$ cat src/rtl/item_cart_queue.sv
// item_cart_queue: FIFO cart of validated (item, quantity) selections.
// The head entry is presented on registered outputs and popped on dispense_valid.
// A cart-wide cancel flushes everything and outranks push and pop.
module item_cart_queue #(
    parameter int item_addr     = 10,
    parameter int no_items_addr = 8,
    parameter int item_count    = 1024,
    parameter int cart_depth    = 4
) (
    input  logic                             clk,
    input  logic                             rstn,
    input  logic                             select_valid_pulse,
    input  logic [item_addr-1:0]             item_select,
    input  logic [no_items_addr-1:0]         no_items_select,
    input  logic                             dispense_valid,
    input  logic                             cancel,
    output logic [item_addr-1:0]             item_selected,
    output logic [no_items_addr-1:0]         no_items_selected,
    output logic                             head_valid,
    output logic                             selection_done,
    output logic                             select_reject,
    output logic [$clog2(cart_depth+1)-1:0]  cart_count,
    output logic                             cart_full
);

    localparam int ptr_w = (cart_depth > 1) ? $clog2(cart_depth) : 1;
    localparam int cnt_w = $clog2(cart_depth + 1);
    // One extra bit so item_count itself is representable in the range check.
    localparam logic [item_addr:0] item_limit = (item_addr + 1)'(item_count);
    localparam logic [ptr_w-1:0]   ptr_last   = ptr_w'(cart_depth - 1);
    localparam logic [cnt_w-1:0]   cnt_full   = cnt_w'(cart_depth);

    logic [item_addr-1:0]     item_mem [cart_depth];
    logic [no_items_addr-1:0] qty_mem  [cart_depth];

    logic [ptr_w-1:0] wr_ptr_reg, rd_ptr_reg, wr_ptr_next, rd_ptr_next;
    logic [cnt_w-1:0] count_next;
    logic [item_addr-1:0]     head_item_next;
    logic [no_items_addr-1:0] head_qty_next;
    logic pop_ok, sel_ok, room, push_ok, push_rej;

    // Pointers wrap explicitly so non-power-of-two depths work.
    function automatic logic [ptr_w-1:0] ptr_inc(input logic [ptr_w-1:0] p);
        return (p == ptr_last) ? '0 : p + 1'b1;
    endfunction

    // Next-state decode: accept/reject, pointer/count update and new head value.
    always_comb begin
        pop_ok         = dispense_valid && (cart_count != '0);
        sel_ok         = (no_items_select != '0) && ({1'b0, item_select} < item_limit);
        room           = !cart_full || pop_ok;
        push_ok        = select_valid_pulse && sel_ok && room && !cancel;
        push_rej       = select_valid_pulse && !(sel_ok && room) && !cancel;
        wr_ptr_next    = push_ok ? ptr_inc(wr_ptr_reg) : wr_ptr_reg;
        rd_ptr_next    = pop_ok  ? ptr_inc(rd_ptr_reg) : rd_ptr_reg;
        count_next     = cart_count;
        if (push_ok && !pop_ok)
            count_next = cart_count + cnt_w'(1);
        else if (!push_ok && pop_ok)
            count_next = cart_count - cnt_w'(1);
        head_item_next = '0;
        head_qty_next  = '0;
        if (count_next != '0) begin
            // The new head is the entry being written this cycle when the cart
            // was (or just became) empty; otherwise it already sits in storage.
            if (push_ok && (wr_ptr_reg == rd_ptr_next)) begin
                head_item_next = item_select;
                head_qty_next  = no_items_select;
            end else begin
                head_item_next = item_mem[rd_ptr_next];
                head_qty_next  = qty_mem[rd_ptr_next];
            end
        end
        if (cancel) begin
            wr_ptr_next    = '0;
            rd_ptr_next    = '0;
            count_next     = '0;
            head_item_next = '0;
            head_qty_next  = '0;
        end
    end

    // Entry storage: written only on an accepted push, never modified in place.
    always_ff @(posedge clk) begin
        if (push_ok) begin
            item_mem[wr_ptr_reg] <= item_select;
            qty_mem[wr_ptr_reg]  <= no_items_select;
        end
    end

    // Control state and registered outputs.
    always_ff @(posedge clk or negedge rstn) begin
        if (!rstn) begin
            wr_ptr_reg        <= '0;
            rd_ptr_reg        <= '0;
            cart_count        <= '0;
            cart_full         <= 1'b0;
            head_valid        <= 1'b0;
            item_selected     <= '0;
            no_items_selected <= '0;
            selection_done    <= 1'b0;
            select_reject     <= 1'b0;
        end else begin
            wr_ptr_reg        <= wr_ptr_next;
            rd_ptr_reg        <= rd_ptr_next;
            cart_count        <= count_next;
            cart_full         <= (count_next == cnt_full);
            head_valid        <= (count_next != '0);
            item_selected     <= head_item_next;
            no_items_selected <= head_qty_next;
            selection_done    <= push_ok;
            select_reject     <= push_rej;
        end
    end

endmodule

$ cat config.mk
export PLATFORM = sky130hd
export DESIGN_NAME = item_cart_queue
export DESIGN_NICKNAME = d
export VERILOG_FILES = /design/src/rtl/item_cart_queue.sv
export SDC_FILE = /design/constraint.sdc
export NUM_CORES = 1
export LEC_CHECK = 0
export CORE_UTILIZATION = 35
export CTS_CLUSTER_DIAMETER = 40
export DETAILED_ROUTE_END_ITERATION = 8
export PLACE_DENSITY_LB_ADDON = 0.15
export SETUP_SLACK_MARGIN = 0.02
export SYNTH_ARGS = -nofsm -noshare
export SYNTH_HDL_FRONTEND = slang
export SYNTH_SLANG_ARGS = --single-unit
export TNS_END_PERCENT = 100
$ cat constraint.sdc
create_clock -name clk -period 2.4 [get_ports clk]
set_input_delay 0.48 -clock clk [delete_from_list [all_inputs] [get_ports clk]]
set_output_delay 0.48 -clock clk [all_outputs]
set_load 0.05 [all_outputs]
==> summary.txt, run 1 <==
Hold crit path type: input pin to flip-flop
Final sum of negative setup slack: 0 ns
Antenna Violating Nets Remaining: 0
Registers with the most flip-flops: item_mem x40, qty_mem x32, item_selected x10
Signed area change from the synthesized netlist to the final layout: 34.13%
TritonCTS buffer count: 9
Total routing resource utilization after global routing: 0.1544
GR Overflow Total: 0
Diode insertion count for antenna repair: 0
Number of sinks handled by clock tree synthesis: 101
Most flop-heavy register: item_mem
Placeable core region: 11610 sq um
Power, Total: 7.019 mW
Data required time of the critical path: 2.67 ns
Worst Path Arrival: 2.57 ns
Minimum clock period after layout: 2.300 ns
Slew Viols, Final: 0
Transition time at the pin with the least slew margin: 0.5049 ns
X dimension of the die: 112.0 um
Cell types with the largest area share after synthesis: sky130_fd_sc_hd__edfxtp_1 51%, sky130_fd_sc_hd__dfrtp_1 17%, sky130_fd_sc_hd__mux2i_1 4.7%
Most frequently used cell type in the post-synthesis netlist: sky130_fd_sc_hd__edfxtp_1
Static Leak: 2.067 nW
Critical path's largest stage delay: 0.53 ns
Die ar.: 12540 sq um
Register clock-pin slew on the reported worst setup and hold paths: 0.07 ns
CTS tree: done
Part of the Yosys area used for sequential elements: 0.6820
Placement Rows: 39
Mean post-synth cell area: 13.97 sq um
Type of origin of the critical path: input pin
Max FFs per register: 40
Placement-stage cell area: 5210 sq um
Initial antenna violation count: 0
Unrepaired setup endpoints after global routing: yes
Residual DRC count: 1
Share of final-layout standard cells stronger than drive strength 1: 0.2475
Commonest register cell after synthesis: sky130_fd_sc_hd__edfxtp_1
Outcome: finished with violations
Flip-flop and latch count after synthesis: 101
Violations in the final reports: design-rule violations
Worst path most repeated cell: sky130_fd_sc_hd__buf_4
Syn Nets: 334
Maximum vdd drop: 0.7160 mV
Netlist cell types: 37
Count of vias placed by the detailed router: 2719
Longest Clk Path Bufs: 2
Count of TritonRoute iterations in the first routing pass: 6
Sum of routed wire length over all layers: 9.443 mm
Top-level I/O count: 48
Maximum number of pins on one net before global-route repair: 30
Chip Height: 112.0 um
Final-report setup violation count: 0
DP HPWL: 5.942 mm
Count of mapped cells out of synthesis: 303
Total power per unit cell area: 1236 nW/um^2
Maximum net fanout on the critical path: 7
Effective utilization at floorplan: 0.3646
Cell accounting for the most synthesized area: sky130_fd_sc_hd__edfxtp_1
Final worst path period share: 0.9582
Number of nets in the layout: 426
Final hold viol count: 0
Synthesized cell area: 4234 sq um
Post-synth top cells: 72 x sky130_fd_sc_hd__edfxtp_1, 43 x sky130_fd_sc_hd__nand2_1, 37 x sky130_fd_sc_hd__a21oi_1
Number of synthesis warnings: 0
Cell at the root of the clock tree: sky130_fd_sc_hd__clkbuf_16
Share of Yosys cell area claimed by the top area cell type: 0.5106
Count of flip-flops with a built-in enable after synthesis: 72
Top achievable clock speed: 0.4348 GHz
Slowest library cell on the worst path: sky130_fd_sc_hd__clkdlybuf4s50_1
Layout Skew: 0.008555 ns
Port Buffer Count: 47
Maximum Capacitance Violations: 0
Routability congestion estimate from global placement: 0.8014
Slew margin rel.: 0.6623
Clock latency on the worst-skew pair: 0.34 ns
Post-Layout Inst Area: 5679 sq um
Post-CTS Hold Buffers: 0
Category of the most critical setup path: input pin to flip-flop
Via density: 5.007
Average wire length per cell after detail routing: 17.39 um
Critical Path Sink Type: flip-flop
Number of H-tree branching levels: 3
Cell breakdown of the critical path: clkdlybuf4s50_1 -> inv_4 -> buf_4 -> nor4_2 -> nor4_4 -> nor4bb_4 -> buf_4 -> buf_6 -> buf_4 -> nand2_1 -> a21oi_1
Global-route wire length before repair: 14.54 mm
Number of global-route vias before repair: 2645
Iteration-0 DRC count of the detailed router: 142
FFs w/ async S/R, synth: 0.2871
==> metal layers <==
metal,share of wire,global-route usage,vias to the layer above,wire [um]
met5,0,0,-,0
met4,0.014,0.05067,0,131
met3,0.039,0.03702,9,372
met2,0.46,0.2360,49,4388
met1,0.48,0.2167,1345,4551
li1,-,-,1316,-
==> layout by cell type (no fill, tap or decap), drive strengths merged <==
cell and count:
nand3 4, nand4 1, edfxtp 72, nor3 1
a21oi 43, clkinvlp 2, nor4bb 1, and2 8
buf 51, nor4 4, nand2 44, a21o 1
a221o 18, or4 1, clkbuf 11, or3 1
ha 8, nand2b 1, or2b 1, o31a 1
nor2b 2, clkdlybuf4s50 45, a31oi 1, nor2 6
o21ai 4, xnor2 3, dlymetal6s2s 2, bufinv 2
a211oi 4, mux2i 20, a311oi 1, dfrtp 29
inv 7
==> timing repair <==
item,CTS,global route
endpoints found under the setup margin,18,38
pin swaps,0,1
resized for setup,2,23
buffers inserted,0,4
cloned,0,1
==> logic make-up (layout without fill, tap and decap cells) <==
family                   count (synthesis)  in the layout  synth area share
buffers and inverters                   23            120           0.03635
flip-flops                             101            101            0.6820
multiplexers                            20             20           0.04728
AND/OR/NAND/NOR                         75             75           0.08363
AO/OA/AOI/OAI                           73             73            0.1209
XOR/XNOR                                 3              3          0.006207
adder cells (fa/ha/maj)                  8              8           0.02364
==> layout make-up <==
cell class | instances | area (sq um)
fill | 1061 | 5934
sequential | 101 | 2890
multi-input combinational | 179 | 1323
timing repair buffer | 98 | 940.9
clock buffer | 11 | 232.7
tap | 143 | 178.9
clock inverter | 5 | 86.33
inverter | 6 | 27.53
==> through the flow <==
step | worst slack, ns | util | hold slack [ns] | std cells
5_1_grt | 0.003194 | 0.4890 | 0.5371 | 543
6_report | 0.1003 | 0.4890 | 0.5204 | 543
4_1_cts | 0.02055 | 0.4772 | 0.5629 | 538
2_1_floorplan | -0.003787 | - | 0.1844 | 303
3_5_place_dp | -0.3900 | 0.4486 | 0.6307 | 522
3_3_place_gp | -0.4056 | 0.4486 | 0.6212 | 522
==> critical path: cells and delay by family <==
kind,cells,cell delay (ns)
AO/OA/AOI/OAI,1,0.12
AND/OR/NAND/NOR,4,0.80
buffers and inverters,6,1.16
==> final timing paths <==
kind / startpoint / endpoint / slack, ns / cells after the start
worst max-delay path: dispense_valid / no_items_selected[7] / 0.10 / 11
worst min-delay path: no_items_select[4] / no_items_selected[4] / 0.52 / 3
worst max register to register: cart_count[1] / no_items_selected[7] / 0.12 / 11
worst min register to register: item_mem[3][6] / item_selected[6] / 0.64 / 3
max in group asynchronous: rstn / cart_count[1] / 1.52 / 2
min in group asynchronous: rstn / no_items_selected[1] / 0.55 / 2
==> power by group <==
group / switching, mW / internal (mW)
Combinational: 1.85 / 1.36
Clock: 0.646 / 0.923
Sequential: 0.111 / 2.13
Total: 2.61 / 4.41
Note: power is estimated with default switching activity, not from simulation.
==> run 2: changes to the inputs <==
--- a/config.mk
+++ b/config.mk
@@ -5,10 +5,14 @@
 export SDC_FILE = /design/constraint.sdc
 export NUM_CORES = 1
 export LEC_CHECK = 0
+export CELL_PAD_IN_SITES_DETAIL_PLACEMENT = 1
+export CELL_PAD_IN_SITES_GLOBAL_PLACEMENT = 2
 export CORE_UTILIZATION = 35
 export CTS_CLUSTER_DIAMETER = 40
 export DETAILED_ROUTE_END_ITERATION = 8
+export HOLD_SLACK_MARGIN = 0.15
 export PLACE_DENSITY_LB_ADDON = 0.15
+export REMOVE_ABC_BUFFERS = 1
 export SETUP_SLACK_MARGIN = 0.02
 export SYNTH_ARGS = -nofsm -noshare
 export SYNTH_HDL_FRONTEND = slang
==> run 2 against run 1 <==
Net effect:
- the run still ends with design-rule violations left
- register-to-register slack worse by 0.04 ns
- sequential share of layout area rose by 0.45 points
- fmax decreased by 0.76%
- die area unchanged
- combinational power increased by 1%
- worst hold slack improved by 0.036 ns
- final area decreased by 0.97%
==> summary.txt, run 2 (synthesis gave the netlist of run 1 again) <==
Diode insertion count for antenna repair: 0
Unrepaired setup endpoints after global routing: no
Critical Path Sink Type: flip-flop
Initial antenna violation count: 0
Total power per unit cell area: 1210 nW/um^2
Final hold viol count: 0
Worst r2r src: cart_count[0]
CTS tree: done
Pre-CTS WS: -0.3513 ns
Longest Clk Path Bufs: 2
Placement-stage cell area: 5240 sq um
Via density: 5.200
Slew margin rel.: 0.6581
Number of placed instances, taps included: 522
Count of vias placed by the detailed router: 2808
Violations in the final reports: design-rule violations
Final worst path period share: 0.9656
Number of nets in the layout: 423
Hold crit path type: input pin to flip-flop
Minimum clock period after layout: 2.317 ns
Final-report setup violation count: 0
Static Leak: 2.040 nW
Routability congestion estimate from global placement: 0.7630
Hold Crit Start: no_items_select[2]
Cell count of the worst hold path: 3
Worst setup margin: 0.08266 ns
Placement Rows: 39
Top-level I/O count: 48
Cell count of the worst reg-to-reg path: 11
Post-CTS Hold Buffers: 0
Maximum Capacitance Violations: 0
Effective utilization at floorplan: 0.3646
Antenna Violating Nets Remaining: 0
Total routing resource utilization after global routing: 0.1752
End of the worst register-to-register path: no_items_selected[0]
Die ar.: 12540 sq um
Count of TritonRoute iterations in the first routing pass: 6
Setup slack, reg-to-reg: 0.08 ns
Signed area change from the synthesized netlist to the final layout: 32.83%
X dimension of the die: 112.0 um
Power, Total: 6.804 mW
Global-route wire length before repair: 16.46 mm
Worst Path Arrival: 2.57 ns
Category of the most critical setup path: flip-flop to flip-flop
Most flop-heavy register: item_mem
Sum of routed wire length over all layers: 10.45 mm
Registers with the most flip-flops: item_mem x40, qty_mem x32, item_selected x10
Port Buffer Count: 47
Transition time at the pin with the least slew margin: 0.5113 ns
Chip Height: 112.0 um
Top achievable clock speed: 0.4315 GHz
Type of origin of the critical path: flip-flop
Maximum vdd drop: 0.3847 mV
Placeable core region: 11610 sq um
Data required time of the critical path: 2.65 ns
DP HPWL: 6.503 mm
TritonCTS buffer count: 9
Average wire length per cell after detail routing: 19.35 um
Max FFs per register: 40
Layout Skew: 0.01171 ns
GR Overflow Total: 0
Cell at the root of the clock tree: sky130_fd_sc_hd__clkbuf_16
Leading cell type in the layout, fill and taps excluded: sky130_fd_sc_hd__edfxtp_1
Register clock-pin slew on the reported worst setup and hold paths: 0.07 ns
Most frequent cells in the layout: 72 x sky130_fd_sc_hd__edfxtp_1, 44 x sky130_fd_sc_hd__clkdlybuf4s50_1, 43 x sky130_fd_sc_hd__nand2_1, 34 x sky130_fd_sc_hd__buf_4, 32 x sky130_fd_sc_hd__a21oi_1
Number of sinks handled by clock tree synthesis: 101
Number of H-tree branching levels: 3
Maximum net fanout on the critical path: 7
Maximum number of pins on one net before global-route repair: 30
Slew Viols, Final: 0
Number of global-route vias before repair: 3035
Worst Hold Endpoint: no_items_selected[2]
Outcome: finished with violations
Clock latency on the worst-skew pair: 0.34 ns
Number of standard cells in the layout, taps in and fillers out: 540
Post-Layout Inst Area: 5624 sq um
Final sum of negative setup slack: 0 ns
Share of final-layout standard cells stronger than drive strength 1: 0.2166
Iteration-0 DRC count of the detailed router: 94
Residual DRC count: 4
==> run 2: cell count changes in the layout (fill, tap and decap cells not counted), sizes merged <==
cell	before	now
dlygate4sd2	0	1
inv	7	6
clkbuf	11	13
clkdlybuf4s50	45	44
buf	51	47
bufinv	2	0
clkinvlp	2	1
clkinv	0	3
==> run 2: layer usage <==
| metal | vias up | routed length [um] | GRT usage |
|---|---|---|---|
| met2 | 57 | 5027 | 0.2936 |
| met1 | 1426 | 4830 | 0.2244 |
| met3 | 19 | 356 | 0.03647 |
| li1 | 1306 | - | - |
| met5 | - | 0 | 0 |
| met4 | 0 | 233 | 0.06489 |
==> run 2: critical path, stage by stage, from the launching register on <==
cell,delay [ns]
sky130_fd_sc_hd__dfrtp_1,0.34
sky130_fd_sc_hd__inv_1,0.06
sky130_fd_sc_hd__ha_2,0.19
sky130_fd_sc_hd__nor2b_4,0.14
sky130_fd_sc_hd__or4_4,0.44
sky130_fd_sc_hd__buf_6,0.14
sky130_fd_sc_hd__a21oi_4,0.13
sky130_fd_sc_hd__nor4bb_4,0.06
sky130_fd_sc_hd__buf_6,0.16
sky130_fd_sc_hd__clkbuf_16,0.16
sky130_fd_sc_hd__a221o_1,0.25
sky130_fd_sc_hd__a21oi_1,0.17
==> run 2: what timing repair did <==
item / 4_1_cts / 5_1_grt
buffers inserted: 0 / 2
pin swaps: 1 / 11
resized for setup: 6 / 17
setup endpoints to repair: 18 / 19
hold endpoints to repair: 0 / 0
cloned: 0 / 1
==> run 2: worst max path at each step <==
stage                                 to  cells past startpoint           start  slack, ns
CTS                     item_selected[7]                     10   cart_count[0]      0.004
global placement        item_selected[4]                      9  dispense_valid      -0.31
floorplan               item_selected[0]                      8   cart_count[0]      -2.54
detailed placement      item_selected[7]                      9  dispense_valid      -0.35
finish              no_items_selected[0]                     11   cart_count[0]       0.08
global route            item_selected[7]                     11   cart_count[0]      0.008
==> run 2: cell type report <==
class	count	area (sq um)
clock buffers	12	236.5
clock inverters	4	26.28
fillers	1175	5989
inverters	6	25.02
multi-input cells	179	1281
flip-flops and latches	101	2888
well taps	143	178.9
repair buffers	95	988.4
==> run 2: report_power, final <==
part	switching (mW)	leakage [nW]	total, mW	internal, mW
logic	1.87	0.874	3.25	1.38
registers	0.111	1.04	2.24	2.13
clock network	0.609	0.127	1.31	0.703
==> run 2: through the flow <==
| step | hold WS, ns | utilization |
|---|---|---|
| after CTS | 0.5872 | 0.4757 |
| after global placement | 0.6206 | 0.4512 |
| after detailed placement | 0.6317 | 0.4512 |
| after global routing | 0.5607 | 0.4843 |
| final | 0.5567 | 0.4843 |
| after floorplan | 0.1844 | - |
==> edit (flow settings as in run 2) <==
Make the reset (`rstn`) synchronous in one clocked block.
--- a/src/rtl/item_cart_queue.sv
+++ b/src/rtl/item_cart_queue.sv
@@ -91,3 +91,3 @@
     // Control state and registered outputs.
-    always_ff @(posedge clk or negedge rstn) begin
+    always_ff @(posedge clk) begin
         if (!rstn) begin
Behaviour: differs if rstn is asserted again (counterexample within 4 cycles, from zero or initial values and one cycle with rstn low); with rstn held inactive, the same outputs for 10 cycles.
==> edit against run 2 <==
- sequential cell count stayed put
- synthesized area is 3.5% lower
- cell area is 2.5% lower
- critical path depth is 1 lower
- die area is 3.5% lower
- largest cell class unchanged
- wire length is 2.0% lower
- clock skew is 0.0037 ns lower
- worst setup slack worse by 0.016 ns
Power is not compared: it rests on default switching activity, and its combinational part moved more than twofold at a synthesized area within 25%.
==> edit: results (changes against run 2) <==
largest net degree at the start of global routing=37 (+23%); gr usage total=17.3% (-0.20 points); mux share of post-synthesis cell area=4.90% (+0.17 points); antenna cells=0 (unchanged); Async SR Flop Fraction=0% (-29 points); Placement Setup Slack=-0.449 ns (-0.0975 ns); crit path capture=no_items_selected[3]$_SDFF_PP0_; Worst Skew=0.00800 ns (-0.00371 ns); count of multi-input gates=181 (+1.1%); placed instance area=5020 µm² (-4.1%); Reg area=2750 µm² (-4.9%); DRT Pass-1 Iters=4 (-2); non-clock buffer count=90 (-5.3%); CTS resizes=15 (+9); outcome=completed; main flop type after synthesis=edfxtp_1; Post-Synth Adder-Cell Area=2.45% (+0.087 points); multi-input combinational cell area=1320 µm² (+2.6%); Tightest Pin Transition=0.506 ns (-0.00575 ns); total number of vias=2723 (-3.0%); Reg2Reg Launch Point=cart_count[0]$_SDFF_PN0_; sequential share of the synthesized area=67.2% (-1.0 points); Min Clock Period, post-route=2.33 ns (+0.0157 ns); sw frac=24.5%; Vias/cell=5.06 (-2.7%); Non-clk invs=7 (+1); complex-gate fraction of the synthesized area=13.0% (+0.90 points); Root Buffer=clkbuf_16; Post-Place Cells=515 (-1.3%); iteration-0 DRC count of the detailed router=121 (+29%); ClkCell Share=5.13% (+0.46 points); Synth Area per Inst=13.4 µm² (-4.2%); sequential cell area share=50.0% (-1.3 points); Mapped Area=4080 µm² (-3.5%); area share of xor/xnor cells in the synthesized design=0.429% (-0.19 points); first-pass GRT wire length=15100 µm (-8.4%); CP arrival=2.61 ns (+0.04 ns); Detailed Route WL=10200 µm (-2.0%); Post-synth top cells=edfxtp_1, nand2_1, a21oi_1, dfxtp_1, mux2i_1; clock network power share=around 37%; TritonCTS Buffers=9 (unchanged); number of global-route vias before repair=2849 (-6.1%); Clock transition at path regs=0.07 ns (about the same); flop2flop setup slack=0.07 ns (-0.02 ns); cell internal pwr=~2.8 mW; Post-synth EDFFs=72 (unchanged); number of buffers added for setup after CTS=2 (+2); CP max stage delay=0.58 ns (+0.14 ns); largest cells by area after synthesis=edfxtp_1, dfxtp_1, mux2i_1; cell leakage power=between 1.5 and 2 nW; layout cells sized above 1=23.0% (+1.4 points); filler cell count=1185 (+0.85%); nets=421 (-0.47%); Detail Placement HPWL=6220 µm (-4.4%); Signal buf overhead=17.1% (-0.47 points); Reg2Reg Depth=10 (-1); CP max FO=6 (-1); Placer Congestion=0.752 (-1.5%)
-- edit: layer usage --
layer,track usage (%),part of all wire [%]
met3,3.17,2.3
met1,21.9,46
met5,0,0
met2,30.2,51
met4,4.86,0.84
-- edit: worst min path at each step --
stage | slack (ns) | endpoint | depth (start not counted) | start
6_report | 0.57 | qty_mem[0][0]$_DFFE_PP_ | 1 | no_items_select[0]
3_3_place_gp | 0.63 | item_selected[5]$_SDFF_PP0_ | 3 | item_mem[3][5]$_DFFE_PP_
5_1_grt | 0.58 | qty_mem[1][0]$_DFFE_PP_ | 1 | no_items_select[0]
3_5_place_dp | 0.64 | item_selected[5]$_SDFF_PP0_ | 3 | item_mem[3][5]$_DFFE_PP_
2_1_floorplan | 0.58 | item_mem[0][0]$_DFFE_PP_ | 0 | item_select[0]
4_1_cts | 0.58 | qty_mem[1][7]$_DFFE_PP_ | 2 | no_items_select[7]
